**config.mk**
```make
export PLATFORM = sky130hd
export DESIGN_NAME = cdc_pulse_data
export DESIGN_NICKNAME = d
export VERILOG_FILES = /design/src/rtl/cdc_pulse_data.sv
export SDC_FILE = /design/constraint.sdc
export NUM_CORES = 1
export LEC_CHECK = 0
export CAP_MARGIN = 20
export CORE_ASPECT_RATIO = 0.7
export CORE_MARGIN = 2
export CORE_UTILIZATION = 45
export DETAILED_ROUTE_END_ITERATION = 12
export GPL_TIMING_DRIVEN = 0
export HOLD_SLACK_MARGIN = 0.03
export PLACE_DENSITY_LB_ADDON = 0.12
export SLEW_MARGIN = 20
export SYNTH_ARGS = -nofsm -noshare
export SYNTH_HDL_FRONTEND = slang
export SYNTH_SLANG_ARGS = --single-unit
```
**constraint.sdc**
```tcl
create_clock -name clk -period 3.2 [get_ports clk]
set_input_delay 0.64 -clock clk [delete_from_list [all_inputs] [get_ports clk]]
set_output_delay 0.64 -clock clk [all_outputs]
set_load 0.02 [all_outputs]
```
**src/rtl/cdc_pulse_data.sv**
```systemverilog
// Single-clock model of a pulse-plus-data crossing: a 4-phase req/ack handshake
// with configurable synchronizer depth moves one DW-bit word per source pulse.
module cdc_pulse_data #(
    parameter int unsigned DW          = 8,
    parameter int unsigned SYNC_STAGES = 2
) (
    input  logic          clk,
    input  logic          rst,
    input  logic [DW-1:0] s_din,
    input  logic          s_vld,
    output logic [DW-1:0] d_dout,
    output logic          d_vld,
    output logic          active
);

    // Encoding is {req, active} so both handshake outputs come straight off flops.
    typedef enum logic [1:0] {
        ST_IDLE  = 2'b00,
        ST_REQ   = 2'b11,
        ST_DRAIN = 2'b01
    } state_t;

    state_t                 state;
    state_t                 state_nxt;
    logic                   req;
    logic                   accept_c;
    logic                   s_ack;
    logic                   ack;
    logic                   d_req;
    logic                   d_req_prev;
    logic                   d_rise_c;
    logic [SYNC_STAGES-1:0] req_sync;
    logic [SYNC_STAGES-1:0] ack_sync;
    logic [DW-1:0]          data_reg;

    // Source handshake state register.
    always_ff @(posedge clk or posedge rst) begin
        if (rst) begin
            state <= ST_IDLE;
        end else begin
            state <= state_nxt;
        end
    end

    // Source next state: accept, wait for ack high, then wait for ack low.
    always_comb begin
        state_nxt = state;
        case (state)
            ST_IDLE:  if (s_vld)  state_nxt = ST_REQ;
            ST_REQ:   if (s_ack)  state_nxt = ST_DRAIN;
            ST_DRAIN: if (!s_ack) state_nxt = ST_IDLE;
            default:  state_nxt = ST_IDLE;
        endcase
    end

    // Source outputs decoded from the state flops.
    always_comb begin
        req      = state[1];
        active   = state[0];
        accept_c = (state == ST_IDLE) && s_vld;
    end

    // Held from acceptance until the handshake fully retires.
    always_ff @(posedge clk or posedge rst) begin
        if (rst) begin
            data_reg <= '0;
        end else if (accept_c) begin
            data_reg <= s_din;
        end
    end

    // Forward and return synchronizer chains.
    always_ff @(posedge clk or posedge rst) begin
        if (rst) begin
            req_sync <= '0;
            ack_sync <= '0;
        end else begin
            req_sync <= {req_sync[SYNC_STAGES-2:0], req};
            ack_sync <= {ack_sync[SYNC_STAGES-2:0], ack};
        end
    end

    assign d_req    = req_sync[SYNC_STAGES-1];
    assign ack      = d_req;
    assign s_ack    = ack_sync[SYNC_STAGES-1];
    assign d_rise_c = d_req & ~d_req_prev;

    // Destination: one pulse and one data load per rising d_req.
    always_ff @(posedge clk or posedge rst) begin
        if (rst) begin
            d_req_prev <= 1'b0;
            d_vld      <= 1'b0;
            d_dout     <= '0;
        end else begin
            d_req_prev <= d_req;
            d_vld      <= d_rise_c;
            if (d_rise_c) begin
                d_dout <= data_reg;
            end
        end
    end

endmodule

```
==> results of run 1 <==
==> synth_stat cells (all sizes together) <==
library cell / number
inv: 4
ha: 4
dfrtp: 23
mux2i: 2
mux2: 17
o21ai: 1
nor2b: 1
nand2: 1
buf: 1
==> cells in the final DEF, fill, tap and decap left out <==
master / netlist / final
nor2b_1: 1 / 1
o21ai_2: 1 / 1
mux2i_1: 2 / 2
buf_6: 1 / 1
clkinv_2: 0 / 1
clkdlybuf4s50_1: 0 / 20
mux2_4: 1 / 1
ha_1: 4 / 4
mux2_2: 16 / 16
nand2_2: 1 / 1
inv_1: 4 / 4
dfrtp_1: 23 / 23
clkbuf_4: 0 / 3
==> cell type report <==
class | instances | area, µm² | area share [%]
flip-flops and latches | 23 | 575.6 | 50.33
well taps | 22 | 27.53 | 2.407
clock inverters | 1 | 5.005 | 0.4376
repair buffers | 20 | 200.2 | 17.51
clock buffers | 3 | 22.52 | 1.969
plain buffers | 1 | 11.26 | 0.9847
inverters | 4 | 15.01 | 1.313
multi-input cells | 26 | 286.5 | 25.05
==> logic make-up (layout without fill, tap and decap cells) <==
| logic type | count (synthesis) | in the layout | synth area share [%] |
|---|---|---|---|
| DFF | 23 | 23 | 64.79 |
| buffers and inverters | 5 | 29 | 2.957 |
| and+or+nand+nor | 2 | 2 | 1.409 |
| AOI/OAI and AO/OA | 1 | 1 | 0.9861 |
| muxes | 19 | 19 | 24.22 |
| adders and majority gates | 4 | 4 | 5.634 |
==> layer usage <==
layer  vias up  global-route usage, %  part of all wire (%)
met5         -                      0                     0
met3         2                  6.625                   7.4
met2        16                  20.11                    46
met1       245                  14.51                    45
met4         0                  3.488                  0.94
li1        229                      -                     -
==> where the power goes <==
group	internal, W	switching (W)	leakage, nW	total (W)
registers	0.000437	0.0000684	0.276	0.000506
clock network	0.0000466	0.0000808	0.0177	0.000127
logic	0.000297	0.000217	0.221	0.000515
total	0.000781	0.000366	0.515	0.00115
==> per-stage QoR <==
stage          setup slack (ns)  hold WS, ns  instances  total power [W]  instance area, µm²
6_report                  1.241       0.3607        100         0.001148                1144
3_5_place_dp              1.394       0.3379         96         0.001039                1116
2_1_floorplan             1.791       0.3312         54        0.0008447               888.4
5_1_grt                   1.179       0.3823        100         0.001229                1144
3_3_place_gp              1.401       0.3317         96         0.001023                1116
4_1_cts                   1.211       0.3660        100         0.001168                1144
==> worst paths after layout <==
| check | start | endpoint | slack, ns | depth (start not counted) |
|---|---|---|---|---|
| max | state[0]$_DFFE_PP0P_ | active | 1.24 | 1 |
| min | req_sync[0]$_DFF_PP0_ | req_sync[1]$_DFF_PP0_ | 0.36 | 0 |
| max reg2reg | state[1]$_DFFE_PP0P_ | state[1]$_DFFE_PP0P_ | 1.78 | 5 |
| min reg2reg | req_sync[0]$_DFF_PP0_ | req_sync[1]$_DFF_PP0_ | 0.36 | 0 |
| max in group asynchronous | rst | state[0]$_DFFE_PP0P_ | 1.89 | 2 |
| min in group asynchronous | rst | d_dout[2]$_DFFE_PP0P_ | 0.79 | 2 |
==> impl_metrics.ini, run 1 <==
[run_status]
status = complete, no violations

[critical_path]
worstSetupStartpointType = flop
cpMaxStageDelayCell = clkdlybuf4s50_1
end_kind = primary output
worstPathCellList = clkdlybuf4s50_1
worstPathRequired_ns = 2.56
critical-path-top-delay-family = buffers and inverters
crit_buf_inv = 1
arrival_ns = 1.32
max_stage_delay_ns = 0.62
critical_path_class = reg -> out
cp_max_fo = 4

[timing]
finalHoldViolCount = 0
timing.fmax_mhz = 510.3
fin_worst_skew_ns = 0.01114
worst_pin_slew_ns = 0.8341
rsz0062_at_grt = false
slew_headroom_pct = 44.33
slew_violations = 0
tns_ns = 0
fin_crit_sh_pct = 61.23
post-route-min-period_ns = 1.959
setup_viol = 0

[synth]
ys_seq_area_share_pct = 64.79
synth_top_area_share_pct = 64.79
ys_seq_elements = 23
synth_area_leader_cell = dfrtp_1
synth.distinct_cells = 10
syn_nets = 69
syn_area_um2 = 888.4
syn_area_per_cell_um2 = 16.45
syn_inst = 54
yosysWarningCount = 0
synth_area_leaders = dfrtp_1, mux2_2, ha_1

[floorplanning]
die_area_um2 = 2351
row_count = 13
fp.dieW_um = 57.11
dieHeight_um = 41.18
ios = 21
start_util_pct = 47.91
core_um2 = 1854

[clock_network]
clk_pin_slew_worst_paths_ns = 0.11
cts_made_buffers = 3
cts_buffer_depth = 2
holdBufCountCts = 0
clk_latency_ns = 0.31
cts_tree = yes
htreeDepth = 1
post_cts_resize_count = 0
clock_sinks = 23
cts_setup_buffers = 0
cts_root_buffer = clkbuf_4

[global_route]
antenna_found_initial = 0
grt-ovfl-total = 0
grt_pass1_vias = 473
grt_pass1_wl_um = 2035
grt_usage_pct = 12.30
grt_max_degree = 24

[final_layout]
nFillCells = 161
final_layout_size_suffix_gt1_share_pct = 30.77
postLayoutCoreUtil_pct = 61.67
antenna_cells = 0
area_growth_pct = 28.73
finalNetCount = 94

[detailed_routing]
vias = 492
dr.pass1.iters = 3
drt_wl_total_um = 1277
routedWlPerCell_um = 12.77
viasPerCell = 4.920
drc = 0
postRouteAntennaNets = 0
drtIter0Drc = 7

[pwr]
power_density_nw_per_um2 = 1004
leakage_nw = 0.5148
peakVddDrop_uv = 609.9

[min_path]
min_path_type = reg -> reg

[run]
cap_violations = 0

[placement]
place_congestion = 0.6791
portBuffers = 20
No activity file was read; power rests on OpenSTA's default activity.
==> run 2: changes to the inputs <==
==> constraint.sdc (replaced) <==
create_clock -name clk -period 1.9 [get_ports clk]
set_input_delay 0.38 -clock clk [delete_from_list [all_inputs] [get_ports clk]]
set_output_delay 0.38 -clock clk [all_outputs]
set_load 0.02 [all_outputs]
==> results of run 2 <==
Same layout as run 1 (identical final DEF). Status: complete, no violations.
Main changes from that run: setup slack after placement 1.394 ns -> 0.3543 ns; setup slack after layout 1.241 ns -> 0.2005 ns; register-to-register setup slack 1.78 ns -> 0.48 ns; total power 0.001148 W -> 0.001933 W; worst IR drop on VDD 609.9 µV -> 1027 µV
==> run 3: changes to the inputs <==
--- a/config.mk
+++ b/config.mk
@@ -6,7 +6,7 @@
 export NUM_CORES = 1
 export LEC_CHECK = 0
 export CAP_MARGIN = 20
-export CORE_ASPECT_RATIO = 0.7
+export CORE_ASPECT_RATIO = 0.75
 export CORE_MARGIN = 2
 export CORE_UTILIZATION = 45
 export DETAILED_ROUTE_END_ITERATION = 12
==> run 3 against run 2 <==
Net effect:
- hold slack better by 0.028 ns
- power up 1.2%
- combinational power is 1% higher
- cell area is 0.11% lower
- sequential power grew 1%
- cell count unchanged
- clock power hardly changed
- wire length increased by 8.2%
- utilization is 2.2 points higher
- sequential cell count unchanged
- critical path depth unchanged
- via count is 0.61% higher
- highest routed layer unchanged
==> impl_metrics.ini, run 3 (synthesis gave the netlist of run 1 again) <==
[critical_path]
critical-path-top-delay-family = buffers and inverters
max_stage_delay_ns = 0.62
end_kind = primary output
critical_path_class = reg -> out
cp_max_fo = 4
reg2regPathDepth = 4
cpMaxStageDelayCell = clkdlybuf4s50_1
worstPathCellList = clkdlybuf4s50_1
worstPathRequired_ns = 1.52
crit_cells = 1
worstSetupStartpointType = flop
arrival_ns = 1.34
crit_buf_inv = 1

[floorplanning]
core_um2 = 1789
dieHeight_um = 42.48
start_util_pct = 49.65
die_area_um2 = 2349
ios = 21
fp.dieW_um = 55.31
row_count = 13

[pwr]
pwr-share-comb_pct = 44.8
p_sw_share_pct = 32.52
pwr-share-clk_pct = 11.2
leakage_nw = 0.5121
power_density_nw_per_um2 = 1712
p_int_w = 0.001320
power_frac_seq_pct = 44.1
peakVddDrop_uv = 916.6
switchingPower_w = 0.0006359

[clock_network]
holdBufCountCts = 0
clock_sinks = 23
htreeDepth = 1
clk_pin_slew_worst_paths_ns = 0.11
post_cts_resize_count = 0
cts_setup_buffers = 0
cts_made_buffers = 3
cts_root_buffer = clkbuf_4
clk_latency_ns = 0.31
cts_buffer_depth = 2
cts_tree = yes

[placement]
dpl.cell_count = 96
portBuffers = 20
place_congestion = 0.6622
dp_slack_ns = 0.3502
dpl.hpwl_um = 1010

[run_status]
status = complete, no violations

[timing]
fin_worst_skew_ns = 0.001960
tns_ns = 0
post-route-min-period_ns = 1.724
setup_viol = 0
rsz0062_at_grt = false
finalHoldViolCount = 0
fin_hold_ws_ns = 0.3883
slew_violations = 0
fin_crit_sh_pct = 90.76
worst_pin_slew_ns = 0.8415
timing.fmax_mhz = 579.9
slew_headroom_pct = 43.84
fin_ws_ns = 0.1756

[final_layout]
antenna_cells = 0
final_common_cell = dfrtp_1
postLayoutCoreUtil_pct = 63.85
stdcell_count = 100
nFillCells = 151
finalNetCount = 94
final_layout_size_suffix_gt1_share_pct = 29.49
final_cell_mix = dfrtp_1, clkdlybuf4s50_1, mux2_2
area_growth_pct = 28.59

[global_route]
grt_pass1_vias = 498
grt_max_degree = 24
antenna_found_initial = 0
grt_usage_pct = 14.15
grt_pass1_wl_um = 2394
grt-ovfl-total = 0

[detailed_routing]
viasPerCell = 4.950
drt_wl_total_um = 1382
drtIter0Drc = 0
postRouteAntennaNets = 0
vias = 495
routedWlPerCell_um = 13.82
dr.pass1.iters = 1
drc = 0

[run]
cap_violations = 0

[min_path]
holdPathStages = 0
min_path_type = reg -> reg
run 3: power groups by stage:
| stage | Combinational [W] | Sequential (W) | Clock [W] |
|---|---|---|---|
| 6_report | 0.000876 | 0.000862 | 0.000218 |
| 5_1_grt | 0.000940 | 0.000898 | 0.000249 |
| 4_1_cts | 0.000890 | 0.000864 | 0.000234 |
| 3_5_place_dp | 0.000890 | 0.000876 | 0 |
| 3_3_place_gp | 0.000860 | 0.000860 | 0 |
| 2_1_floorplan | 0.000442 | 0.000980 | 0 |
run 3: final timing paths:
kind,start,end,slack [ns]
worst min-delay path,req_sync[0]$_DFF_PP0_,req_sync[1]$_DFF_PP0_,0.39
worst min register to register,req_sync[0]$_DFF_PP0_,req_sync[1]$_DFF_PP0_,0.39
min in group asynchronous,rst,req_sync[1]$_DFF_PP0_,0.53
worst max-delay path,state[0]$_DFFE_PP0P_,active,0.18
worst max register to register,state[1]$_DFFE_PP0P_,data_reg[0]$_DFFE_PP0P_,0.48
max in group asynchronous,rst,d_dout[6]$_DFFE_PP0P_,0.85
run 3: layout make-up:
type | instances | area [µm²] | share of cell area [%]
multi-input combinational | 26 | 286.5 | 25.08
timing repair buffer | 20 | 200.2 | 17.52
inverter | 4 | 15.01 | 1.314
buffer | 1 | 11.26 | 0.9858
clock buffer | 4 | 26.28 | 2.300
sequential | 23 | 575.6 | 50.38
tap | 22 | 27.53 | 2.410
run 3: stage by stage:
step / total power (W) / instance area, µm²
6_report: 0.001956 / 1142
5_1_grt: 0.002086 / 1142
4_1_cts: 0.001988 / 1142
3_5_place_dp: 0.001766 / 1116
3_3_place_gp: 0.001719 / 1116
2_1_floorplan: 0.001423 / 888.4
run 3: per-layer routing:
layer | part of all wire (%) | global-route usage, %
met3 | 9.0 | 7.716
met1 | 43 | 16.02
met4 | 0.87 | 4.390
met5 | 0 | 0
met2 | 47 | 23.10
